**src/rtl/neander_mem_arbiter.sv**
```systemverilog
`default_nettype none
// ============================================================================
// Module  : neander_mem_arbiter
// Brief   : Shares one synchronous-read RAM between the NEANDER-X CPU and a
//           debug/program-loader port; freezes the CPU while debug owns it.
// Rev     : 1.0  initial release
// ============================================================================
module neander_mem_arbiter #(
    parameter int ADDR_W       = 8,
    parameter int DATA_W       = 8,
    parameter int STARVE_LIMIT = 4
) (
    input  logic              clk,
    input  logic              rst_n,
    input  logic              cpu_req,
    input  logic              cpu_we,
    input  logic [ADDR_W-1:0] cpu_addr,
    input  logic [DATA_W-1:0] cpu_wdata,
    output logic [DATA_W-1:0] cpu_rdata,
    output logic              cpu_hold,
    input  logic              dbg_req,
    input  logic              dbg_we,
    input  logic [ADDR_W-1:0] dbg_addr,
    input  logic [DATA_W-1:0] dbg_wdata,
    input  logic              dbg_lock,
    output logic              dbg_ack,
    output logic [DATA_W-1:0] dbg_rdata,
    output logic              ram_en,
    output logic              ram_we,
    output logic [ADDR_W-1:0] ram_addr,
    output logic [DATA_W-1:0] ram_wdata,
    input  logic [DATA_W-1:0] ram_rdata
);

    localparam logic [2:0] S_CPU      = 3'd0;
    localparam logic [2:0] S_DBG_ADDR = 3'd1;
    localparam logic [2:0] S_DBG_DATA = 3'd2;
    localparam logic [2:0] S_LOCKED   = 3'd3;
    localparam logic [2:0] S_REPLAY   = 3'd4;

    localparam logic [7:0] C_STARVE_MAX = 8'(STARVE_LIMIT - 1);

    logic [2:0]        r_state;
    logic [2:0]        w_state_nxt;
    logic [7:0]        r_starve_cnt;
    logic [7:0]        w_starve_nxt;
    logic [ADDR_W-1:0] r_last_addr;
    logic              w_pend;
    logic              w_cpu_yield;

    assign w_pend      = dbg_req | dbg_lock;
    // The CPU gives up the port when idle or once it has starved debug long enough.
    assign w_cpu_yield = !cpu_req || (r_starve_cnt == C_STARVE_MAX);

    always_comb begin
        w_state_nxt = r_state;
        case (r_state)
            S_CPU: begin
                if (dbg_req && w_cpu_yield)
                    w_state_nxt = S_DBG_ADDR;
                else if (dbg_lock && w_cpu_yield)
                    w_state_nxt = S_LOCKED;
            end
            S_DBG_ADDR: w_state_nxt = S_DBG_DATA;
            S_DBG_DATA: w_state_nxt = dbg_lock ? S_LOCKED : S_REPLAY;
            S_LOCKED: begin
                if (dbg_req)
                    w_state_nxt = S_DBG_ADDR;
                else if (!dbg_lock)
                    w_state_nxt = S_REPLAY;
            end
            S_REPLAY: w_state_nxt = S_CPU;
            default:  w_state_nxt = S_CPU;
        endcase
    end

    always_comb begin
        w_starve_nxt = 8'd0;
        if (r_state == S_CPU && w_state_nxt == S_CPU && w_pend)
            w_starve_nxt = cpu_req ? r_starve_cnt + 8'd1 : r_starve_cnt;
    end

    always_ff @(posedge clk or negedge rst_n) begin
        if (!rst_n) begin
            r_state      <= S_CPU;
            r_starve_cnt <= 8'd0;
            r_last_addr  <= '0;
        end else begin
            r_state      <= w_state_nxt;
            r_starve_cnt <= w_starve_nxt;
            if (r_state == S_CPU && cpu_req)
                r_last_addr <= cpu_addr;
        end
    end

    // RAM port mux; idle cycles keep the debug address/data on the bus.
    always_comb begin
        ram_en    = 1'b0;
        ram_we    = 1'b0;
        ram_addr  = dbg_addr;
        ram_wdata = dbg_wdata;
        case (r_state)
            S_CPU: begin
                ram_en    = cpu_req;
                ram_we    = cpu_req & cpu_we;
                ram_addr  = cpu_addr;
                ram_wdata = cpu_wdata;
            end
            S_DBG_ADDR: begin
                ram_en = 1'b1;
                ram_we = dbg_we;
            end
            S_REPLAY: begin
                ram_en   = 1'b1;
                ram_addr = r_last_addr;
            end
            default: begin
                ram_en = 1'b0;
            end
        endcase
    end

    assign cpu_hold  = (r_state != S_CPU);
    assign dbg_ack   = (r_state == S_DBG_DATA);
    assign cpu_rdata = ram_rdata;
    assign dbg_rdata = ram_rdata;

endmodule
`default_nettype wire

```
**config.mk**
```make
export PLATFORM = sky130hd
export DESIGN_NAME = neander_mem_arbiter
export DESIGN_NICKNAME = d
export VERILOG_FILES = /design/src/rtl/neander_mem_arbiter.sv
export SDC_FILE = /design/constraint.sdc
export NUM_CORES = 1
export LEC_CHECK = 0
export CORE_AREA = 2 2 76 78
export CTS_CLUSTER_SIZE = 8
export DETAILED_ROUTE_END_ITERATION = 7
export DIE_AREA = 0 0 78 80
export SLEW_MARGIN = 20
export SYNTH_ARGS = -nofsm -noshare
export SYNTH_HDL_FRONTEND = slang
export SYNTH_SLANG_ARGS = --single-unit
```
**constraint.sdc**
```tcl
create_clock -name clk -period 2.2 [get_ports clk]
set_input_delay 0.44 -clock clk [delete_from_list [all_inputs] [get_ports clk]]
set_output_delay 0.44 -clock clk [all_outputs]
set_load 0.01 [all_outputs]
```
==> flow_summary_export.csv, run 1 <==
group,metric,value,unit
critical_path,ff2ff_path_depth,3,
placement,place_inst,251,
clocking,cts_buffer_depth,2,
floorplan,die_w,78,um
route,drt_iter0_markers,14,
synth,ys_seq_area_share,35.7,%
final_layout,fin_cells,258,
grt,overflow,0,
critical_path,cp-endpoint,"ram_wdata[6]",
sta,tightestPinTransition,406,ps
sta,rsz0062_at_grt,"false",
grt,grt_usage,9.65,%
synth,syn_area,1330,sq um
route,drt.antenna.violating_nets,0,
critical_path,worst_setup_path_end_kind,"primary output",
route,wl_per_cell,11.5,um
floorplan,dieHeight,80,um
floorplan,std_cell_rows,27,
synth,ys_types,32,
floorplan,die_area,6240,sq um
critical_path,crit_path_start_kind,"flop",
sta,drv_slew,0,
hold_path,hold_class,"reg2reg",
final_layout,fin_util,36.6,%
final_layout,drive_gt1_share,19.9,%
route,vias_per_cell,4.40,
critical_path,r2r_end,"r_last_addr[1]",
grt,grt_pass1_wl,4850,um
sta,hold_viol,0,
power_and_ir_drop,ir_worst_vdd,257,uV
job,max_cap_viol_count,0,
route,drt_first_pass_iters,4,
route,wirelength,2980,um
floorplan,core_region_area,5410,sq um
placement,place_area,1890,sq um
grt,grt_pass1_vias,1103,
synth,syn_inst,137,
synth,avgSynthCellArea,9.72,sq um
critical_path,worstReg2RegStart,"r_state[1]",
sta,setup_viol,0,
clocking,insertion_delay,250,ps
final_layout,num_antenna_cells,0,
clocking,clock-root-buffer,"clkbuf_8",
sta,min_period,2090,ps
clocking,postCtsHoldBufs,0,
clocking,htree_num_levels,1,
sta,finClkSkew,5.34,ps
power_and_ir_drop,power_density,958,nW/um^2
critical_path,critPathRequiredTime,1760,ps
clocking,numCtsBuffers,3,
grt,grt_max_degree,20,
final_layout,final_nets,235,
clocking,path_clk_slew,70,ps
final_layout,area_delta_synth_final,48.7,%
final_layout,final_area,1980,sq um
placement,routabilityCongestion,0.737,
sta,fmax,477,MHz
synth,synth_nets,185,
route,drc,0,
synth,yosys_warnings,0,
critical_path,crit_type,"reg2out",
grt,antenna_found_initial,0,
synth,ys_seq_elements,19,
run_status,status,"finished, final reports clean",
power_and_ir_drop,p_leak,0.853,nW
critical_path,worstSetupStartpoint,"r_state[1]",
critical_path,worst-path-max-fanout,10,
placement,io_buffers,58,
clocking,cts_tree,"yes",
floorplan,start_util,24.6,%
sta,relSlewSlack,72.7,%
floorplan,io_pins,83,
route,route.vias.total,1136,
critical_path,rrSetupSlack,640,ps
final_layout,nFillCells,569,
sta,fin_crit_sh,95.2,%
placement,dpl.hpwl,2330,um
clocking,cts.sinks,19,
critical_path,cp.arrival,1650,ps
[flip-flops by register name (all words and copies together) (netlist names)]
signal / count
r_state: 3
r_starve_cnt: 8
r_last_addr: 8
[worst max-delay path, stage by stage, from the launching register on]
cell             delay [ps]
dfrtp_1                 420
nor3_2                  230
buf_6                   170
mux2_2                  340
clkdlybuf4s15_1         240
[cell families (layout without fill, tap and decap cells)]
family          count (synthesis)  in the layout  share of synthesized area [%]
simple gates                   38             38                           15.1
buf+inv                        27             76                           13.6
mux                            25             25                           20.3
compound gates                 23             23                           11.7
flops                          19             19                           35.7
xor+xnor                        4              4                           2.63
fa+ha+maj                       1              1                          0.940
[layout make-up]
class | count | area [sq um] | area share [%]
tap | 72 | 90.1 | 4.55
sequential | 19 | 477 | 24.1
clock buffer | 4 | 45.0 | 2.28
inverter | 3 | 11.3 | 0.569
timing repair buffer | 69 | 679 | 34.3
multi-input combinational | 91 | 677 | 34.2
[per-layer routing]
metal	GRT usage, %	up-vias	share of wire, %
met5	0	-	0
met3	3.17	4	4.4
met2	18.0	20	53
met1	10.6	546	41
li1	-	566	-
met4	2.11	0	0.71
[layout by cell type (no fill, tap or decap), types with 2 or more instances in the layout]
| cell type | instances |
|---|---|
| xor2_1 | 3 |
| buf_6 | 2 |
| nor3b_1 | 2 |
| o21ai_0 | 11 |
| dlymetal6s2s_1 | 6 |
| buf_4 | 9 |
| a21oi_2 | 2 |
| nand3b_1 | 2 |
| mux2_2 | 16 |
| nand4_1 | 4 |
| a211oi_1 | 3 |
| or3_1 | 3 |
| mux2i_1 | 9 |
| nand2_1 | 13 |
| clkdlybuf4s15_1 | 8 |
| nor2_1 | 8 |
| dfrtp_1 | 18 |
| inv_1 | 3 |
| clkbuf_8 | 3 |
| clkdlybuf4s50_1 | 39 |
| dlygate4sd2_1 | 5 |
[report_power, final]
group          total (mW)  switching [mW]  internal (mW)  leakage [nW]
combinational        1.14           0.471          0.665         0.588
sequential          0.523          0.0695          0.453         0.242
clock               0.238           0.109          0.129        0.0228
[cell usage after synthesis]
| cell | count | area (sq um) |
|---|---|---|
| buf_6 | 2 | 22.5 |
| nor4_1 | 1 | 6.26 |
| nand3b_1 | 2 | 15.0 |
| clkbuf_1 | 4 | 15.0 |
| buf_4 | 17 | 128 |
| or4b_4 | 1 | 13.8 |
| ha_1 | 1 | 12.5 |
| a211o_4 | 1 | 17.5 |
| o32ai_1 | 1 | 8.76 |
| a221oi_1 | 1 | 8.76 |
| mux2i_1 | 9 | 90.1 |
| a21boi_0 | 1 | 7.51 |
| buf_2 | 1 | 5.00 |
| or2_2 | 1 | 6.26 |
| a21oi_2 | 2 | 17.5 |
| o21ai_0 | 12 | 60.1 |
| nor3_1 | 1 | 5.00 |
| a211oi_1 | 3 | 22.5 |
| nor2_1 | 8 | 30.0 |
| nor3_2 | 1 | 10.0 |
| dfrtp_1 | 19 | 475 |
| nor3b_1 | 2 | 15.0 |
| xor2_1 | 3 | 26.3 |
| a21o_1 | 1 | 7.51 |
| nand4_1 | 4 | 25.0 |
| nand2_1 | 13 | 48.8 |
| inv_1 | 3 | 11.3 |
| a21oi_1 | 1 | 5.00 |
| xnor2_1 | 1 | 8.76 |
| or2b_1 | 1 | 7.51 |
| mux2_2 | 16 | 180 |
| or3_1 | 3 | 18.8 |
[how the worst min path moves through the flow]
stage                         startpoint        endpoint  slack [ps]  depth (start not counted)
after detailed placement  r_last_addr[0]  r_last_addr[0]         490                          1
after global routing      r_last_addr[0]  r_last_addr[0]         510                          1
after CTS                 r_last_addr[0]  r_last_addr[0]         510                          1
final                     r_last_addr[3]  r_last_addr[3]         500                          1
after global placement    r_last_addr[5]  r_last_addr[5]         490                          1
after floorplan                    rst_n  r_last_addr[0]         140                          0
[metrics by stage]
| step | hold WS, ps | setup TNS, ps | setup slack [ps] | total power, mW |
|---|---|---|---|---|
| finish | 504 | 0 | 105 | 1.90 |
| global route | 513 | 0 | 2.07 | 2.04 |
| CTS | 509 | 0 | 3.45 | 1.88 |
| detailed placement | 493 | -567 | -121 | 1.69 |
| global placement | 487 | -448 | -114 | 1.68 |
| floorplan | 144 | 0 | 309 | 1.20 |
[repair_timing]
action                                  4_1_cts  5_1_grt
resized for setup                            16       16
cloned                                        0        0
buffers inserted                              0        3
pin swaps                                     0        1
endpoints found under the setup margin       18       14
hold endpoints to repair                      0        0
(Power assumes the default switching activity.)
==> run 2, diff against run 1 <==
- HOLD_SLACK_MARGIN: default -> 0.1
==> results of run 2 <==
Final layout, timing and power as in run 1 (identical DEF).
